**config.mk**
```make
export PLATFORM = sky130hd
export DESIGN_NAME = rv32i_storeunit
export DESIGN_NICKNAME = d
export VERILOG_FILES = /design/src/rtl/rv32i_storeunit.sv
export SDC_FILE = /design/constraint.sdc
export NUM_CORES = 1
export LEC_CHECK = 0
export BUFFER_PORTS_ARGS = -buffer_cell sky130_fd_sc_hd__buf_2
export CORE_MARGIN = 1.5
export CORE_UTILIZATION = 24
export CTS_CLUSTER_DIAMETER = 150
export DETAILED_ROUTE_END_ITERATION = 10
export PLACE_DENSITY = 0.41
export SYNTH_ARGS = -nofsm -noshare
export SYNTH_HDL_FRONTEND = slang
export SYNTH_SLANG_ARGS = --single-unit
```
**constraint.sdc**
```tcl
create_clock -name clk -period 6.74 [get_ports clk]
set_input_delay 0.674 -clock clk [delete_from_list [all_inputs] [get_ports clk]]
set_output_delay 0.674 -clock clk [all_outputs]
set_load 0.02 [all_outputs]
```
**src/rtl/rv32i_storeunit.sv**
```systemverilog
// Memory-stage store unit: formats SB/SH/SW into byte lanes and queues them in a
// small in-order store buffer draining over valid/ready. Optional macro: MISALIGN_TRAP_EN.
module rv32i_storeunit #(
   parameter int DEPTH = 4,
   parameter int AW    = 32
) (
   input  logic          clk,
   input  logic          rst,
   input  logic          MemWriteM,
   input  logic [2:0]    StoreSizeM,
   input  logic [AW-1:0] ALUResultM,
   input  logic [31:0]   WriteDataM,
   output logic          StallStore,
   output logic          SBEmpty,
`ifdef MISALIGN_TRAP_EN
   output logic          MisalignedM,
`endif
   output logic          DMemWE,
   output logic [AW-1:0] DMemAddr,
   output logic [31:0]   DMemWData,
   output logic [3:0]    DMemBE,
   input  logic          DMemReady
);

   localparam int PW = $clog2(DEPTH);
   localparam int CW = PW + 1;

   logic [PW-1:0] wr_ptr_reg, rd_ptr_reg;
   logic [CW-1:0] count_reg, count_next;

   logic [AW-1:0] addr_mem [DEPTH];
   logic [31:0]   data_mem [DEPTH];
   logic [3:0]    be_mem   [DEPTH];

   logic [1:0]  a;
   logic        size_ok;
   logic        size_sh, size_sw;
   logic [31:0] fmt_data;
   logic [3:0]  fmt_be;
   logic        mis;
   logic        req, full, enq, deq;

   assign a = ALUResultM[1:0];

   always_comb begin
      size_ok  = 1'b0;
      size_sh  = 1'b0;
      size_sw  = 1'b0;
      fmt_data = '0;
      fmt_be   = '0;
      case (StoreSizeM)
         3'b000: begin
            size_ok  = 1'b1;
            fmt_data = {4{WriteDataM[7:0]}};
            fmt_be   = 4'b0001 << a;
         end
         3'b001: begin
            size_ok  = 1'b1;
            size_sh  = 1'b1;
            fmt_data = {2{WriteDataM[15:0]}};
            fmt_be   = a[1] ? 4'b1100 : 4'b0011;
         end
         3'b010: begin
            size_ok  = 1'b1;
            size_sw  = 1'b1;
            fmt_data = WriteDataM;
            fmt_be   = 4'b1111;
         end
         default: ;
      endcase
   end

`ifdef MISALIGN_TRAP_EN
   assign mis         = MemWriteM & ((size_sh & a[0]) | (size_sw & (a != 2'b00)));
   assign MisalignedM = mis;
`else
   // Without the trap, misaligned halves/words are silently aligned down.
   assign mis = 1'b0 & size_sh & size_sw;
`endif

   // A stalled request is simply retried each cycle; a same-cycle dequeue does not relieve it.
   assign full       = (count_reg == CW'(DEPTH));
   assign req        = MemWriteM & size_ok & ~mis;
   assign enq        = req & ~full;
   assign deq        = DMemWE & DMemReady;
   assign StallStore = req & full;

   assign DMemWE  = (count_reg != '0);
   assign SBEmpty = (count_reg == '0);

   // Head fields are gated so the port reads all-zero whenever the buffer is empty.
   assign DMemAddr  = DMemWE ? addr_mem[rd_ptr_reg] : '0;
   assign DMemWData = DMemWE ? data_mem[rd_ptr_reg] : '0;
   assign DMemBE    = DMemWE ? be_mem[rd_ptr_reg]   : '0;

   genvar gi;
   generate
      for (gi = 0; gi < DEPTH; gi++) begin : g_entry
         always_ff @(posedge clk) begin
            if (enq && (wr_ptr_reg == PW'(gi))) begin
               addr_mem[gi] <= {ALUResultM[AW-1:2], 2'b00};
               data_mem[gi] <= fmt_data;
               be_mem[gi]   <= fmt_be;
            end
         end
      end
   endgenerate

   always_comb begin
      count_next = count_reg;
      case ({enq, deq})
         2'b10:   count_next = count_reg + CW'(1);
         2'b01:   count_next = count_reg - CW'(1);
         default: count_next = count_reg;
      endcase
   end

   always_ff @(posedge clk or posedge rst) begin
      if (rst) begin
         wr_ptr_reg <= '0;
         rd_ptr_reg <= '0;
         count_reg  <= '0;
      end else begin
         if (enq) wr_ptr_reg <= wr_ptr_reg + PW'(1);
         if (deq) rd_ptr_reg <= rd_ptr_reg + PW'(1);
         count_reg <= count_next;
      end
   end

endmodule

```
# == Word level (Yosys, flattened, before mapping) ==
# Memory sizes are Yosys's and may differ from the RTL's.
# Index checks and enable logic that the tools add are counted.
# totals
ff_bits,7
mem_bits_rw,264
output_inout_bits,71
elab_cells,86
memories,3
# memory_table
name,words,word_bits,read_ports,rd_ports_with_merged_regs,wr,line_no,rtl
data_mem,4,32,1,0,1,32,logic [31:0] data_mem [DEPTH];
addr_mem,4,30,1,0,1,31,logic [AW-1:0] addr_mem [DEPTH];
be_mem,4,4,1,0,1,33,logic [3:0] be_mem [DEPTH];
# op_classes
add_sub_neg,4
n_eq_ne,8
shifts,1
mux,43
bitwise_logic,5
n_reduce_logical,19
# ops
operator,n
$mux W32,5
$pmux W32 S3,1
$reduce_or A32 Y1,3
$mux W30,3
$reduce_or A30 Y1,3
$mux W4,5
$mux W1,18
$mux W2,9
$pmux W4 S3,1
$reduce_or A4 Y1,3
$eq A2 B2 Y1 const B,3
$logic_not A3 Y1,2
$pmux W3 S2,1
$add A2 B1 Y2 const B,2
$and A1 B1 Y1,4
$eq A2 B1 Y1 const B,2
$logic_and A1 B1 Y1,4
$shl A1 B2 Y4 const A,1
$add A3 B1 Y3 const B,1
$eq A3 B1 Y1 const B,1
$eq A3 B2 Y1 const B,1
$eq A3 B3 Y1 const B,1
$reduce_bool A3 Y1,1
$reduce_or A3 Y1,1
4 further kinds,4

# == Logic depth before layout (Yosys ltp) ==
# depth
ltp_word,12
ltp_mapped,11
mapped_depth_nobuf,9

# == Worst setup path before layout ==
# OpenSTA, ideal clock, no wires.
# synth_timing
path_type,in2reg
start,in StoreSizeM[1]
end,"mem addr_mem[0][0] in the netlist's numbering, enable pin"
t_arrival_ps,2945
required_ps,6309
slack_ps,3364
stages,5
n_path_buf,2
cell_sequence,clkbuf_1 -> a21oi_1 -> and3_1 -> buf_2 -> and2_1
# synth_via
elab_chain_len,12
# synth_rtl
item,line_no,rtl
"start, declared",10,"input logic [2:0] StoreSizeM,"
"$eq A3 B2 Y1, or another cell as far along",-,
$reduce_or A3 Y1 (no source line) (*),-,
$mux W1 (*),51,case (StoreSizeM)
$and A1 B1 Y1 (*),83,assign req = MemWriteM & size_ok & ~mis;
$and A1 B1 Y1 (*),84,assign enq = req & ~full;
$logic_and A1 B1 Y1,100,if (enq && (wr_ptr_reg == PW'(gi))) begin
$mux W1,100,
$mux W1 (not written as such),101,"addr_mem[gi] <= {ALUResultM[AW-1:2], 2'b00};"
$reduce_or A30 Y1 (no source line),-,
$mux W2 (no source line) / $mux W1 (equally long branches) (3 in a row),-,
"end, declared",31,
# Mark *: on every way between the ends. The rest lies on a longest branch, timed or not.

# == Worst setup path in the final report ==
# layout_timing
start,reg rd_ptr_reg[0]
end,out DMemWData[28]
# layout_via
elab_chain_len,2
# layout_rtl
item,line_no,rtl
"start, declared",28,"logic [PW-1:0] wr_ptr_reg, rd_ptr_reg;"
"start signal, assigned",125,if (deq) rd_ptr_reg <= rd_ptr_reg + PW'(1);
$mem_v2 Z4 W32,-,
$mux W32,93,assign DMemWData = DMemWE ? data_mem[rd_ptr_reg] : '0;
"end, declared",20,"output logic [31:0] DMemWData,"
# Every way passes these cells.

==> flow_metrics.tcl <==
set metrics [dict create \
    slew_headroom_pct 35.0 \
    regMostFlops "data_mem" \
    cellPowerDensity_nw_per_um2 416 \
    finClkSkew_ps 21.8 \
    synth-seq-area-share_pct 73.6 \
    hpwlAfterDp_microns 17400 \
    post-cts-setup-buffer-count 0 \
    clock_sinks 271 \
    cp_num_buf_inv 2 \
    rows 78 \
    power_frac_comb_pct 32.2 \
    core_region_area_sq_um 45300 \
    synth_area_leader_cell "edfxtp_1" \
    first_pass_iters 6 \
    p_switching_mw 1.79 \
    status "completed" \
    cts_buffer_depth 3 \
    worst-setup-path-type "reg2out" \
    synth_area_sq_um 11000 \
    crit_chain "buf_4, mux4_2, and2_1, buf_2" \
    p_seq_share_pct 39.1 \
    clk_latency_ps 550 \
    antenna_found_initial 7 \
    routabilityCongestion 0.703 \
    viasPerCell 4.16 \
    grt_max_degree 59 \
    ys.flop_type "edfxtp_1" \
    layout.cells.non_filler 1342 \
    pwr-share-clk_pct 28.7 \
    wl_microns 27000 \
    fin_crit_sh_pct 58.4 \
    arrival_ps 3260 \
    vias 5583 \
    placedCellCount 1284 \
    drt-initial-drc-count 249 \
    yosysTopAreaCellShare_pct 72.0 \
    die_x_microns 217 \
    antenna_left 0 \
    portBuffers 139 \
    hp-class "in2async" \
    yosysMostFrequentCell "edfxtp_1" \
    internal_power_mw 3.74 \
    layout-drive-gt1-share_pct 35.8 \
    wl_per_cell_microns 20.1 \
    fin_crit_ps 3930 \
    track_usage_pct 11.4 \
    yosysWarnings 0 \
    critPathLaunchType "flop" \
    cts_tree "built" \
    max-cap-violations 0 \
    setup_tns_ps 0 \
    num_io_pins 142 \
    cpPeakStageDelay_ps 1070 \
    largest_reg_flops 128 \
    syn_avg_cell_area_sq_um 19.2 \
    cp_slowest_cell "dfrtp_4" \
    yosysUniqueCellTypes 31 \
    leakage_nw 4.53 \
    die-height_microns 217 \
    path_clk_slew_ps 60 \
    cts_resized 0 \
    drcViolationCount 0 \
    largest_registers "data_mem x128, addr_mem x120, be_mem x16" \
    ir_worst_vdd_mv 0.183 \
    netlist_top_cells_count "edfxtp_1, and2_1, mux4_2" \
    cp_max_fo 45 \
    overflow 0 \
    crit_required_ps 6070 \
    area_growth_pct 20.7 \
    synth_seq_cells 271 \
    numCtsBuffers 31 \
    tightest_slew_ps 975 \
    setup_viol 0 \
    cts_root_buf "clkbuf_16" \
    die_area_sq_um 47200 \
    h-tree-depth 1 \
    critPathTopFamily "flip-flops" \
    p_sw_share_pct 32.4 \
    initial_core_util_pct 24.3 \
    slew_violations 0 \
    nNetsFinal 794 \
    cp-end-kind "output port" \
    synthTopCellsByArea "edfxtp_1, mux4_2, and2_1" \
    ctsHoldBuffers 0 \
    hold_viol 0 \
    grt_pass1_vias 5885 \
    rsz0062_at_grt "no" \
    synth_cells 573 \
    grt_pass1_wl_microns 39700 \
    postSynth.asyncResetShare_pct 2.58 \
    fmax_mhz 254 \
    synth_edf_count 264 \
]
power groups by stage:
stage               combinational (mW)  sequential (mW)  clock, mW
floorplan                         1.36             2.09          0
global placement                  1.85             2.21          0
detailed placement                1.85             2.21          0
CTS                               1.86             2.17       1.64
global route                      1.94             2.19       1.70
finish                            1.78             2.16       1.59
cells in the final DEF, fill, tap and decap left out, types with 2 or more instances in the layout:
cell          n
edfxtp_1    264
buf_2       139
and2_1       75
mux4_2       66
clkbuf_16    31
nand2_1      28
a21oi_1      22
a21o_1       11
nor2_1       10
inv_1         9
nand2b_1      9
buf_4         8
clkbuf_1      6
a2bb2oi_1     5
ha_1          5
clkinv_2      5
clkinv_1      5
dfrtp_1       5
diode_2       4
xor2_1        4
nor2b_1       4
and2_4        4
xnor2_1       3
bufinv_16     3
o21a_1        2
conb_1        2
clkinvlp_4    2
clkinv_4      2
dfrtp_4       2
worst reg2reg max path, stage by stage (launching register included):
cell     delay, ps
dfrtp_1        390
or3_2          380
buf_4          490
and2_1         270
ha_1           210
inv_1           60
fa_1           390
xor2_1         150
nor2_1         120
xor2_1         160
metrics by stage:
| stage | cell area [sq um] | worst slack, ps | hold slack, ps | util [%] | power, mW |
|---|---|---|---|---|---|
| final | 13300 | 2810 | 78.7 | 29.4 | 5.54 |
| after global routing | 13300 | 2520 | 96.4 | 29.3 | 5.83 |
| after CTS | 13300 | 2650 | 83.8 | 29.3 | 5.68 |
| after detailed placement | 12300 | 3250 | 470 | 27.2 | 4.06 |
| after global placement | 12300 | 3280 | 466 | 27.2 | 4.06 |
| after floorplan | 11000 | 3360 | 446 | - | 3.45 |
final cells by class:
| type | count | area (sq um) |
|---|---|---|
| timing repair buffer | 147 | 756 |
| multi-input combinational | 257 | 2670 |
| antenna | 4 | 10.0 |
| clock inverter | 17 | 166 |
| clock buffer | 37 | 798 |
| tap | 600 | 751 |
| inverter | 9 | 33.8 |
| sequential | 271 | 8110 |
| fill | 4540 | 32000 |
worst paths after layout:
kind / start / end / slack (ps) / cells after the start
worst max-delay path: rd_ptr_reg[0] / DMemWData[28] / 2810 / 4
worst min-delay path: rst / count_reg[1] / 80 / 2
worst max register to register: count_reg[0] / count_reg[2] / 4020 / 9
worst min register to register: count_reg[2] / count_reg[2] / 480 / 1
max in group asynchronous: rst / rd_ptr_reg[1] / 6380 / 2
min in group clk: ALUResultM[5] / addr_mem[2][3] / 350 / 1
logic make-up (layout without fill, tap and decap cells):
logic type / count (synthesis) / after routing / share of synthesized area [%]
DFF: 271 / 271 / 73.6
and+or+nand+nor: 134 / 134 / 6.76
muxes: 68 / 68 / 13.7
buffers and inverters: 46 / 210 / 2.33
AOI/OAI and AO/OA: 40 / 40 / 2.28
xor gates and xnor gates: 7 / 7 / 0.557
adders and majority gates: 6 / 6 / 0.750
other: 1 / 6 / 0.0340
metal layers:
layer  GRT usage [%]  share of wire (%)  up-vias
met3            2.66                4.9       38
met1            15.2                 45     2905
li1                -                  -     2522
met2            18.9                 49      114
met5               0               0.10        -
met4            2.52                1.9        4
Power figures use the tool's default switching activity.
